<file path="config.mk">
export PLATFORM = sky130hd
export DESIGN_NAME = uart_mmio_flat
export DESIGN_NICKNAME = d
export VERILOG_FILES = /design/src/rtl/uart_pkg.sv /design/src/rtl/uart_mmio_if.sv /design/src/rtl/uart_fifo.sv /design/src/rtl/uart_mmio.sv /design/src/flat_wrapper.sv
export SDC_FILE = /design/constraint.sdc
export NUM_CORES = 1
export LEC_CHECK = 0
export ABC_AREA = 1
export BUFFER_PORTS_ARGS = -buffer_cell sky130_fd_sc_hd__buf_2
export CORE_AREA = 2 2 152 169
export CTS_CLUSTER_SIZE = 40
export DETAILED_ROUTE_END_ITERATION = 8
export DIE_AREA = 0 0 154 171
export GPL_TIMING_DRIVEN = 0
export PLACE_DENSITY = 0.86
export SLEW_MARGIN = 20
export SYNTH_ARGS = -nofsm -noshare
export SYNTH_HDL_FRONTEND = slang
export SYNTH_SLANG_ARGS = --single-unit
</file>
<file path="constraint.sdc">
create_clock -name clk -period 6.7 [get_ports clk]
set_clock_uncertainty 0.15 [all_clocks]
set_input_delay 1.34 -clock clk [delete_from_list [all_inputs] [get_ports clk]]
set_output_delay 1.34 -clock clk [all_outputs]
set_load 0.03 [all_outputs]
</file>
<file path="src/rtl/uart_pkg.sv">
// Shared definitions for the memory-mapped UART: register map, STATUS bit
// positions, serial FSM encodings and the divider floor.
// Pure declarations; no latency or backpressure of its own.
package uart_pkg;

  localparam logic [1:0] REG_DATA   = 2'd0;
  localparam logic [1:0] REG_STATUS = 2'd1;
  localparam logic [1:0] REG_DIV    = 2'd2;

  localparam int ST_TX_FULL   = 0;
  localparam int ST_TX_IDLE   = 1;
  localparam int ST_RX_AVAIL  = 2;
  localparam int ST_RX_OVR    = 3;
  localparam int ST_FRAME_ERR = 4;
  localparam int ST_TX_OVF    = 5;

  localparam logic [15:0] MIN_DIV = 16'd4;

  typedef enum logic [1:0] {TX_IDLE, TX_START, TX_DATA, TX_STOP} tx_state_e;
  typedef enum logic [1:0] {RX_IDLE, RX_START, RX_DATA, RX_STOP} rx_state_e;

  // The RX half-bit wait needs at least two clocks, hence the floor.
  function automatic logic [15:0] clamp_div(input logic [15:0] d);
    return (d < MIN_DIV) ? MIN_DIV : d;
  endfunction

endpackage

</file>
<file path="src/rtl/uart_mmio_if.sv">
// picorv32-style native bus slice seen by the UART: select, word address,
// strobes and write data in; registered read data and a ready pulse out.
// One wait state per access; the master holds cs until ready.
interface uart_mmio_if;
  logic        cs;
  logic [1:0]  addr;
  logic [3:0]  wstrb;
  logic [31:0] wdata;
  logic [31:0] rdata;
  logic        ready;

  modport master (output cs, addr, wstrb, wdata, input rdata, ready);
  modport slave  (input cs, addr, wstrb, wdata, output rdata, ready);
endinterface

</file>
<file path="src/rtl/uart_fifo.sv">
// Synchronous FIFO with occupancy count; DEPTH must be a power of two.
// dout shows the head entry combinationally; push/pop take effect next edge.
// Push and pop in one cycle both succeed even when full; pop on empty is ignored.
module uart_fifo #(
  parameter int DEPTH = 16,
  parameter int WIDTH = 8
) (
  input  logic             clk,
  input  logic             rst,
  input  logic             push,
  input  logic             pop,
  input  logic [WIDTH-1:0] din,
  output logic [WIDTH-1:0] dout,
  output logic             full,
  output logic             empty
);
  localparam int AW = $clog2(DEPTH);

  logic [WIDTH-1:0] mem_q [DEPTH];
  logic [AW-1:0]    wptr_q, rptr_q;
  logic [AW:0]      count_q;
  logic             do_push, do_pop;

  assign empty   = (count_q == '0);
  assign full    = (count_q == (AW+1)'(DEPTH));
  assign do_pop  = pop & ~empty;
  assign do_push = push & (~full | do_pop);
  assign dout    = mem_q[rptr_q];

  // Storage array: written on accepted push, no reset needed.
  always_ff @(posedge clk) begin
    if (do_push) mem_q[wptr_q] <= din;
  end

  // Pointers wrap naturally because DEPTH is a power of two.
  always_ff @(posedge clk or posedge rst) begin
    if (rst) begin
      wptr_q  <= '0;
      rptr_q  <= '0;
      count_q <= '0;
    end else begin
      if (do_push) wptr_q <= wptr_q + AW'(1);
      if (do_pop)  rptr_q <= rptr_q + AW'(1);
      count_q <= count_q + (AW+1)'(do_push) - (AW+1)'(do_pop);
    end
  end
endmodule

</file>
<file path="src/rtl/uart_mmio.sv">
// Memory-mapped 8N1 UART: TX FIFO into serialiser, RX deserialiser into a holding
// register (or an RX FIFO when UART_RX_FIFO_EN is defined). Bus latency: 1 wait state.
// Backpressure: none; full TX FIFO drops writes (tx_ovf), full RX buffer drops bytes (rx_ovr).
module uart_mmio
  import uart_pkg::*;
#(
  parameter int          FIFO_DEPTH  = 16,
  parameter logic [15:0] DEFAULT_DIV = 16'd217
) (
  input  logic       clk,
  input  logic       rst,
  uart_mmio_if.slave bus,
  input  logic       rx,
  output logic       tx
);
  logic        ready_q, access, wr, rd;
  logic [31:0] rdata_q, rdata_d, status;
  logic [15:0] div_q, div_d;
  logic        tx_ovf_q, tx_ovf_d, rx_ovr_q, rx_ovr_d, frame_err_q, frame_err_d;
  logic        tx_push, tx_pop, tx_full, tx_empty, tx_idle, tx_last;
  logic [7:0]  tx_dout;
  logic        rx_pop, rx_avail, rx_store, rx_ferr, rx_drop, rx_fall, rx_half, rx_last;
  logic [7:0]  rx_byte;
  logic        unused_bits;

  tx_state_e   tx_state_q, tx_state_d;
  logic [15:0] tx_cnt_q, tx_cnt_d, tx_div_q, tx_div_d;
  logic [2:0]  tx_bit_q, tx_bit_d;
  logic [7:0]  tx_sh_q, tx_sh_d;
  logic        tx_q, tx_d;

  rx_state_e   rx_state_q, rx_state_d;
  logic [15:0] rx_cnt_q, rx_cnt_d, rx_div_q, rx_div_d;
  logic [2:0]  rx_bit_q, rx_bit_d;
  logic [7:0]  rx_sh_q, rx_sh_d;
  logic        rx_s1_q, rx_s2_q, rx_s3_q;

  // Side effects fire only in the cycle that raises ready.
  assign access    = bus.cs & ~ready_q;
  assign wr        = access & (|bus.wstrb);
  assign rd        = access & ~(|bus.wstrb);
  assign tx_push   = wr & (bus.addr == REG_DATA) & bus.wstrb[0];
  assign rx_pop    = rd & (bus.addr == REG_DATA) & rx_avail;
  assign tx_idle   = tx_empty & (tx_state_q == TX_IDLE);
  assign bus.ready = ready_q;
  assign bus.rdata = rdata_q;
  assign tx        = tx_q;
  assign unused_bits = &{1'b0, bus.wdata[31:16], bus.wstrb[3:2]};

  uart_fifo #(.DEPTH(FIFO_DEPTH), .WIDTH(8)) u_tx_fifo (
    .clk(clk), .rst(rst), .push(tx_push), .pop(tx_pop), .din(bus.wdata[7:0]),
    .dout(tx_dout), .full(tx_full), .empty(tx_empty)
  );

`ifdef UART_RX_FIFO_EN
  logic rx_full, rx_empty;
  uart_fifo #(.DEPTH(FIFO_DEPTH), .WIDTH(8)) u_rx_fifo (
    .clk(clk), .rst(rst), .push(rx_store), .pop(rx_pop), .din(rx_sh_q),
    .dout(rx_byte), .full(rx_full), .empty(rx_empty)
  );
  assign rx_avail = ~rx_empty;
  assign rx_drop  = rx_store & rx_full & ~rx_pop;
`else
  logic [7:0] hold_q;
  logic       hold_vld_q;
  // Single-byte holding register; a read in the same cycle frees room for the new byte.
  always_ff @(posedge clk or posedge rst) begin
    if (rst) begin
      hold_q     <= '0;
      hold_vld_q <= 1'b0;
    end else if (rx_store && (!hold_vld_q || rx_pop)) begin
      hold_q     <= rx_sh_q;
      hold_vld_q <= 1'b1;
    end else if (rx_pop) begin
      hold_vld_q <= 1'b0;
    end
  end
  assign rx_byte  = hold_q;
  assign rx_avail = hold_vld_q;
  assign rx_drop  = rx_store & hold_vld_q & ~rx_pop;
`endif

  // STATUS word assembled from live state and sticky flags.
  always_comb begin
    status                = '0;
    status[ST_TX_FULL]    = tx_full;
    status[ST_TX_IDLE]    = tx_idle;
    status[ST_RX_AVAIL]   = rx_avail;
    status[ST_RX_OVR]     = rx_ovr_q;
    status[ST_FRAME_ERR]  = frame_err_q;
    status[ST_TX_OVF]     = tx_ovf_q;
  end

  // Register reads, writes and sticky flags; clears apply before new sets.
  always_comb begin
    rdata_d     = rdata_q;
    div_d       = div_q;
    tx_ovf_d    = tx_ovf_q;
    rx_ovr_d    = rx_ovr_q;
    frame_err_d = frame_err_q;
    if (rd) begin
      case (bus.addr)
        REG_DATA:   rdata_d = rx_avail ? {24'b0, rx_byte} : 32'h8000_0000;
        REG_STATUS: rdata_d = status;
        REG_DIV:    rdata_d = {16'b0, div_q};
        default:    rdata_d = '0;
      endcase
    end
    if (wr && bus.addr == REG_STATUS && bus.wstrb[0]) begin
      if (bus.wdata[ST_RX_OVR])    rx_ovr_d    = 1'b0;
      if (bus.wdata[ST_FRAME_ERR]) frame_err_d = 1'b0;
      if (bus.wdata[ST_TX_OVF])    tx_ovf_d    = 1'b0;
    end
    if (wr && bus.addr == REG_DIV)
      div_d = clamp_div({bus.wstrb[1] ? bus.wdata[15:8] : div_q[15:8],
                         bus.wstrb[0] ? bus.wdata[7:0]  : div_q[7:0]});
    if (tx_push && tx_full && !tx_pop) tx_ovf_d    = 1'b1;
    if (rx_drop)                       rx_ovr_d    = 1'b1;
    if (rx_ferr)                       frame_err_d = 1'b1;
  end

  // Bus and register state.
  always_ff @(posedge clk or posedge rst) begin
    if (rst) begin
      ready_q     <= 1'b0;
      rdata_q     <= '0;
      div_q       <= DEFAULT_DIV;
      tx_ovf_q    <= 1'b0;
      rx_ovr_q    <= 1'b0;
      frame_err_q <= 1'b0;
    end else begin
      ready_q     <= bus.cs & ~ready_q;
      rdata_q     <= rdata_d;
      div_q       <= div_d;
      tx_ovf_q    <= tx_ovf_d;
      rx_ovr_q    <= rx_ovr_d;
      frame_err_q <= frame_err_d;
    end
  end

  assign tx_last = (tx_cnt_q == tx_div_q - 16'd1);

  // TX next state: each state lasts the divider latched at frame start.
  always_comb begin
    tx_state_d = tx_state_q;
    tx_cnt_d   = tx_cnt_q + 16'd1;
    tx_bit_d   = tx_bit_q;
    tx_sh_d    = tx_sh_q;
    tx_div_d   = tx_div_q;
    tx_d       = tx_q;
    tx_pop     = 1'b0;
    case (tx_state_q)
      TX_IDLE:  tx_cnt_d = '0;
      TX_START: if (tx_last) begin
        tx_state_d = TX_DATA;
        tx_cnt_d   = '0;
        tx_bit_d   = '0;
        tx_d       = tx_sh_q[0];
      end
      TX_DATA:  if (tx_last) begin
        tx_cnt_d = '0;
        if (tx_bit_q == 3'd7) begin
          tx_state_d = TX_STOP;
          tx_d       = 1'b1;
        end else begin
          tx_bit_d = tx_bit_q + 3'd1;
          tx_sh_d  = {1'b0, tx_sh_q[7:1]};
          tx_d     = tx_sh_q[1];
        end
      end
      TX_STOP:  if (tx_last) begin
        tx_state_d = TX_IDLE;
        tx_cnt_d   = '0;
      end
      default:  tx_state_d = TX_IDLE;
    endcase
    // Start a frame from IDLE, or straight from the end of STOP with no gap.
    if ((tx_state_q == TX_IDLE || (tx_state_q == TX_STOP && tx_last)) && !tx_empty) begin
      tx_pop     = 1'b1;
      tx_state_d = TX_START;
      tx_cnt_d   = '0;
      tx_div_d   = div_q;
      tx_sh_d    = tx_dout;
      tx_d       = 1'b0;
    end
  end

  // TX state register; tx line idles high.
  always_ff @(posedge clk or posedge rst) begin
    if (rst) begin
      tx_state_q <= TX_IDLE;
      tx_cnt_q   <= '0;
      tx_div_q   <= DEFAULT_DIV;
      tx_bit_q   <= '0;
      tx_sh_q    <= '0;
      tx_q       <= 1'b1;
    end else begin
      tx_state_q <= tx_state_d;
      tx_cnt_q   <= tx_cnt_d;
      tx_div_q   <= tx_div_d;
      tx_bit_q   <= tx_bit_d;
      tx_sh_q    <= tx_sh_d;
      tx_q       <= tx_d;
    end
  end

  assign rx_fall = rx_s3_q & ~rx_s2_q;
  assign rx_half = (rx_cnt_q == (rx_div_q >> 1) - 16'd1);
  assign rx_last = (rx_cnt_q == rx_div_q - 16'd1);

  // RX next state: recheck start at half a bit, then sample at bit centres.
  always_comb begin
    rx_state_d = rx_state_q;
    rx_cnt_d   = rx_cnt_q + 16'd1;
    rx_bit_d   = rx_bit_q;
    rx_sh_d    = rx_sh_q;
    rx_div_d   = rx_div_q;
    rx_store   = 1'b0;
    rx_ferr    = 1'b0;
    case (rx_state_q)
      RX_IDLE: begin
        rx_cnt_d = '0;
        if (rx_fall) begin
          rx_state_d = RX_START;
          rx_div_d   = div_q;
        end
      end
      RX_START: if (rx_half) begin
        rx_cnt_d   = '0;
        rx_bit_d   = '0;
        rx_state_d = rx_s2_q ? RX_IDLE : RX_DATA;
      end
      RX_DATA: if (rx_last) begin
        rx_cnt_d = '0;
        rx_sh_d  = {rx_s2_q, rx_sh_q[7:1]};
        rx_bit_d = rx_bit_q + 3'd1;
        if (rx_bit_q == 3'd7) rx_state_d = RX_STOP;
      end
      RX_STOP: if (rx_last) begin
        rx_state_d = RX_IDLE;
        rx_cnt_d   = '0;
        rx_store   = rx_s2_q;
        rx_ferr    = ~rx_s2_q;
      end
      default: rx_state_d = RX_IDLE;
    endcase
  end

  // RX synchroniser (reset to idle-high) and RX state register.
  always_ff @(posedge clk or posedge rst) begin
    if (rst) begin
      rx_s1_q    <= 1'b1;
      rx_s2_q    <= 1'b1;
      rx_s3_q    <= 1'b1;
      rx_state_q <= RX_IDLE;
      rx_cnt_q   <= '0;
      rx_div_q   <= DEFAULT_DIV;
      rx_bit_q   <= '0;
      rx_sh_q    <= '0;
    end else begin
      rx_s1_q    <= rx;
      rx_s2_q    <= rx_s1_q;
      rx_s3_q    <= rx_s2_q;
      rx_state_q <= rx_state_d;
      rx_cnt_q   <= rx_cnt_d;
      rx_div_q   <= rx_div_d;
      rx_bit_q   <= rx_bit_d;
      rx_sh_q    <= rx_sh_d;
    end
  end
endmodule

</file>
<file path="src/flat_wrapper.sv">
// flat-port wrapper written by rule: the top's interface ports become plain ports
module uart_mmio_flat import uart_pkg::*;
#(
  parameter int          FIFO_DEPTH  = 16,
  parameter logic [15:0] DEFAULT_DIV = 16'd217
)
  (clk, rst, rx, tx, bus_cs, bus_addr, bus_wstrb, bus_wdata, bus_rdata, bus_ready);
  uart_mmio_if bus_i ();
  input  logic clk;
  input  logic rst;
  input  logic rx;
  output logic tx;
  input wire logic [$bits(bus_i.cs)-1:0] bus_cs;
  input wire logic [$bits(bus_i.addr)-1:0] bus_addr;
  input wire logic [$bits(bus_i.wstrb)-1:0] bus_wstrb;
  input wire logic [$bits(bus_i.wdata)-1:0] bus_wdata;
  output wire logic [$bits(bus_i.rdata)-1:0] bus_rdata;
  output wire logic [$bits(bus_i.ready)-1:0] bus_ready;
  assign bus_i.cs = bus_cs;
  assign bus_i.addr = bus_addr;
  assign bus_i.wstrb = bus_wstrb;
  assign bus_i.wdata = bus_wdata;
  assign bus_rdata = bus_i.rdata;
  assign bus_ready = bus_i.ready;
  uart_mmio #(.FIFO_DEPTH(FIFO_DEPTH), .DEFAULT_DIV(DEFAULT_DIV)) u_core (.clk(clk), .rst(rst), .bus(bus_i), .rx(rx), .tx(tx));
endmodule
</file>
# After elaboration in Yosys (flattened, before gate mapping)
# Memory sizes are Yosys's and may differ from the RTL's.
# Cells that the tools add are included.
[classes]
add_sub_neg = 11
magnitude_cmp = 1
n_eq_ne = 27
mux = 58
bitwise_logic = 20
reduce_logical = 44
[ops]
columns = ["cell", "count"]
rows = [
  ["32-bit case mux with 3 select lines", 1],
  ["16-bit 2-to-1 mux", 5],
  ["16-bit equality test", 3],
  ["8-bit 2-to-1 mux", 6],
  ["16-bit case mux with 3 select lines", 1],
  ["16-bit by 1-bit adder with 16-bit output (second input constant)", 2],
  ["32-bit 2-to-1 mux", 1],
  ["16-bit case mux with 2 select lines", 1],
  ["16-bit by 1-bit subtractor with 16-bit output (second input constant)", 2],
  ["1-bit 2-to-1 mux", 22],
  ["2-bit 2-to-1 mux", 11],
  ["2-bit nonzero test", 11],
  ["16-bit by 3-bit < comparator with 1-bit output (second input constant)", 1],
  ["15-bit by 1-bit subtractor with 16-bit output (second input constant)", 1],
  ["3-bit 2-to-1 mux", 5],
  ["2-bit by 1-bit != test with 1-bit output (second input constant)", 7],
  ["1-bit AND", 13],
  ["3-bit case mux with 2 select lines", 2],
  ["2-bit equality test (second input constant)", 5],
  ["2-bit AND reduction", 5],
  ["5-bit AND reduction", 2],
  ["3-bit by 1-bit != test with 1-bit output (second input constant)", 3],
  ["3-bit AND reduction", 3],
  ["4-bit by 1-bit adder with 4-bit output (second input constant)", 2],
  ["other kinds (24)", 46],
]
[word_totals]
register_bits = 168
ram_bits = 128
out_inout_bits = 34
elab_cells = 187
n_memories = 1
[memory_table]
columns = ["memory", "depth", "word_bits", "read_ports", "rd_ports_with_merged_regs", "wr", "line_no", "text"]
rows = [
  ["u_core.u_tx_fifo.mem_q", 16, 8, 1, 0, 1, "uart_fifo.sv:19", "logic [WIDTH-1:0] mem_q [DEPTH];"],
]

# Depth between registers and ports, before layout
[logic_depth]
ltp_word = 11
mapped_depth = 23
depth_no_buf = 22

# Cells and area by module
# Synthesis repeated with hierarchy kept, for this count alone.
[hier_totals]
cells_unflattened = 1781
area_unflattened_um2 = 14821.7
[by_module_without_submodules]
columns = ["module", "instances", "cells_each", "area_per_inst_um2"]
rows = [
  ["uart_mmio", 1, 1158, 8533.2],
  ["uart_fifo", 1, 623, 6288.5],
]

# Worst setup path after synthesis
# OpenSTA, ideal clock, no wires.
[synth_path]
kind = "input-to-reg"
start = "in bus_wstrb[1]"
end = "reg u_core.u_tx_fifo.count_q[4]"
setup_time_ns = 0.079
arrival_time_ns = 3.389
t_required_ns = 6.471
path_slack_ns = 3.082
cell_stages = 17
path_buffers = 2
path_cell_list = "clkbuf_1 nor4_1 inv_1 nand2_1 inv_1 nand2_1 nor2_1 nand2_1 buf_2 inv_1 nand2_1 nand2_1 ha_1 inv_1 fa_1 o21ai_0 xor2_1"
[synth_between]
elab_chain_cells = 7
[synth_rtl]
columns = ["element", "line_no", "text"]
rows = [
  ["start: declaration", "flat_wrapper.sv:15", "input wire logic [$bits(bus_i.wstrb)-1:0] bus_wstrb;"],
  ["4-bit OR reduction", "uart_mmio.sv:40", "assign wr = access & (|bus.wstrb);"],
  ["1-bit AND", "uart_mmio.sv:40", ""],
  ["1-bit AND (2 in a row)", "uart_mmio.sv:42", "assign tx_push = wr & (bus.addr == REG_DATA) & bus.wstrb[0];"],
  ["1-bit AND", "uart_fifo.sv:27", "assign do_push = push & (~full | do_pop);"],
  ["5-bit by 1-bit adder with 5-bit output", "uart_fifo.sv:44", "count_q <= count_q + (AW+1)'(do_push) - (AW+1)'(do_pop);"],
  ["5-bit by 1-bit subtractor with 5-bit output", "uart_fifo.sv:44", ""],
  ["end signal: assignment", "uart_fifo.sv:44", ""],
  ["end: declaration", "uart_fifo.sv:21", "logic [AW:0] count_q;"],
]
# Every way passes these cells.
# A chain may end at the register's enable or synchronous reset.

# Final worst setup path
[layout_path]
start = "reg u_core.tx_div_q[0]"
end = "reg u_core.u_tx_fifo.count_q[4]"
[layout_between]
elab_chain_cells = 11
[layout_rtl]
columns = ["element", "line_no", "text"]
rows = [
  ["start: declaration", "uart_mmio.sv:27", "logic [15:0] tx_cnt_q, tx_cnt_d, tx_div_q, tx_div_d;"],
  ["start signal: assignment", "uart_mmio.sv:200", "tx_div_q <= tx_div_d;"],
  ["16-bit by 1-bit subtractor with 16-bit output *", "uart_mmio.sv:141", "assign tx_last = (tx_cnt_q == tx_div_q - 16'd1);"],
  ["16-bit equality test *", "uart_mmio.sv:141", ""],
  ["1-bit logical AND *", "uart_mmio.sv:178", "if ((tx_state_q == TX_IDLE || (tx_state_q == TX_STOP && tx_last)) && !tx_empty) begin"],
  ["1-bit logical OR *", "uart_mmio.sv:178", ""],
  ["1-bit logical AND *", "uart_mmio.sv:178", ""],
  ["1-bit 2-to-1 mux *", "uart_mmio.sv:178", ""],
  ["1-bit AND *", "uart_fifo.sv:26", "assign do_pop = pop & ~empty;"],
  ["1-bit OR", "uart_fifo.sv:27", ""],
  ["1-bit AND", "uart_fifo.sv:27", ""],
  ["5-bit by 1-bit adder with 5-bit output", "uart_fifo.sv:44", ""],
  ["5-bit by 1-bit subtractor with 5-bit output *", "uart_fifo.sv:44", ""],
]
# Mark *: on every way between the ends. The rest lies on a longest branch, timed or not.

==> metrics.cfg <==
[placed_design]
gp_congestion = 0.910
dp_hpwl_um = 25900
io_buffers = 43
dpl_cell_area_um2 = 15300

[logic_synthesis]
synth_top_cell_area_share_pct = 26.5
synthTopCellsByCount = nand2_1, nor2_1, inv_1, o21ai_0, dfrtp_1
ys_ff_latch = 281
synthArstFlopShare_pct = 54.4
synth-main-ff-cell = dfrtp_1
ys_seq_area_share_pct = 53.0
synthTopCellsByArea = edfxtp_1, dfrtp_1, nand2_1
synth_most_common_cell = nand2_1
syn_inst = 1615
synth_edf_count = 128
ys_warn_count = 0
yosys.area.top_type = edfxtp_1
synth_area_um2 = 14500
synth_cell_types = 55
synth_area_per_cell_um2 = 8.99

[sta]
fin_hold_ws_ns = 0.206
worst_slew_pin_slew_ns = 0.910
final_max_slew_viol_count = 0
setup_violations = 0
rsz0062_at_grt = false
hold_violations = 0
slew_headroom_pct = 39.0
period_needed_ns = 4.02
clock.fmax_mhz = 249
fin_crit_sh_pct = 59.9
tns_ns = 0

[finish]
stdcell_area_um2 = 16100
area_delta_synth_final_pct = 11.0
final_nets = 1770
antenna_cells = 0
drive_gt1_share_pct = 12.1

[detailed_routing]
drt_pass1_iterations = 6
initialDrtViolationCount = 1150
vias = 11900
wl_um = 36500
wl_per_cell_um = 17.9
drc_errors = 0
vias_per_cell = 5.86
ant_nets = 0

[cts]
clock_path_buffers = 3
htree_levels = 1
holdBufCountCts = 0
cts_resized = 0
numClockSinks = 281
numCtsBuffers = 27
cts_tree = yes
cts_setup_buffers = 0
clk_pin_slew_ns = 0.06
cts-root-buf = clkbuf_16
insertion_delay_ns = 0.55

[die]
row_count = 61
die_area_um2 = 26300
core_um2 = 24800
initial_core_util_pct = 58.5
fp.dieW_um = 154
die_y_um = 171
ios = 76

[setup_path]
arrival_ns = 4.32
end_kind = flip-flop
crit_required_ns = 7.00
crit_path_max_fanout = 10
crit_path_start_kind = flip-flop
path_class = reg2reg

[pwr]
powerDensity_nw_per_um2 = 317
leakagePower_nw = 6.80
ir_drop_mv = 0.256

[global_route]
grt_usage_pct = 28.0
grt_max_degree = 95
antenna_found_initial = 0
grt_pass1_wl_um = 58600
grt_pass1_vias = 11600
grt_remaining_overflow = 0

[min_path]
worst_hold_path_type = reg2reg

[run_status]
outcome = completed

[job]
cap_violations = 0

[layer usage]
metal,track usage (%),up-vias,routed length (µm)
met5,0,-,0
met2,50.3,601,18400
met1,34.2,5684,13900
met3,4.28,131,2850
met4,10.4,0,1380
li1,-,5531,-
[report_power, final]
| group | switching, W | internal (W) | leakage (nW) |
|---|---|---|---|
| clock network | 0.000638 | 0.000818 | 0.398 |
| registers | 0.000200 | 0.00202 | 3.06 |
| logic | 0.000942 | 0.000490 | 3.35 |
[cell type report]
type | count | area [µm²]
inverters | 156 | 593
clock buffers | 36 | 709
multi-input cells | 1120 | 5950
plain buffers | 72 | 407
fillers | 1906 | 8690
well taps | 315 | 394
repair buffers | 44 | 243
clock inverters | 13 | 115
flip-flops and latches | 281 | 7700
[layout by cell type (no fill, tap or decap), types with 27 or more instances in the layout]
master,n
dfrtp_1,134
nor2_1,178
nand3_1,72
buf_2,49
inv_1,148
edfxtp_1,128
clkbuf_1,49
nand2_1,365
o21ai_0,143
nor3_1,31
xor2_1,39
clkbuf_16,27
[logic make-up after synthesis]
logic type      Yosys count  synth area share (%)
compound gates          252                  10.1
xor+xnor                 61                  3.68
fa+ha+maj                26                  2.29
buf+inv                 228                  6.83
flops                   281                  53.0
other cells               1                0.0258
simple gates            766                  24.1
[final timing paths]
| kind | start | endpoint | slack [ns] | cells after the start |
|---|---|---|---|---|
| setup / recovery | u_core.tx_div_q[0] | u_core.u_tx_fifo.count_q[4] | 2.68 | 20 |
| hold / removal | u_core.rx_s1_q | u_core.rx_s2_q | 0.21 | 0 |
| setup reg to reg | u_core.tx_div_q[0] | u_core.u_tx_fifo.count_q[4] | 2.68 | 20 |
| hold reg to reg | u_core.rx_s1_q | u_core.rx_s2_q | 0.21 | 0 |
| max in group asynchronous | rst | u_core.rx_s3_q | 4.87 | 3 |
| min in group asynchronous | rst | u_core.div_q[12] | 0.67 | 2 |
[critical path, cell delays in order, from the launching register on]
cell and delay, ns:
dfstp_2 0.53, inv_1 0.08, ha_1 0.24, nand3_2 0.16, nor2_2 0.07, nand2_1 0.10
xor2_1 0.20, nand3_1 0.11, nor2_1 0.18, nand3_1 0.20, nand3_1 0.24, nand2_1 0.09
buf_2 0.21, inv_1 0.14, nand2_1 0.08, nand2_1 0.07, ha_1 0.16, inv_1 0.06
fa_1 0.41, o21ai_0 0.28, xor2_1 0.18
[sequential cells by signal (all words and copies together) (netlist names), 2 cells and up, named ones only]
name / flops
u_core.rx_bit_q: 3
u_core.rx_sh_q: 8
u_core.u_tx_fifo.mem_q: 128
u_core.div_q: 16
u_core.rx_cnt_q: 16
u_core.tx_div_q: 16
u_core.tx_bit_q: 3
u_core.tx_state_q: 2
u_core.hold_q: 8
u_core.rx_div_q: 16
u_core.u_tx_fifo.wptr_q: 4
u_core.tx_sh_q: 8
u_core.u_tx_fifo.rptr_q: 4
u_core.u_tx_fifo.count_q: 5
u_core.bus.rdata: 17
u_core.tx_cnt_q: 16
[per-stage QoR]
step	std cells	setup slack (ns)	util [%]	total power, W
global placement	1987	-0.504	61.2	0.00357
CTS	2037	2.73	64.9	0.00510
global route	2037	2.39	64.9	0.00538
floorplan	1629	1.12	-	0.00330
finish	2037	2.68	64.9	0.00511
detailed placement	1988	2.44	61.6	0.00365
(Power assumes the default switching activity.)
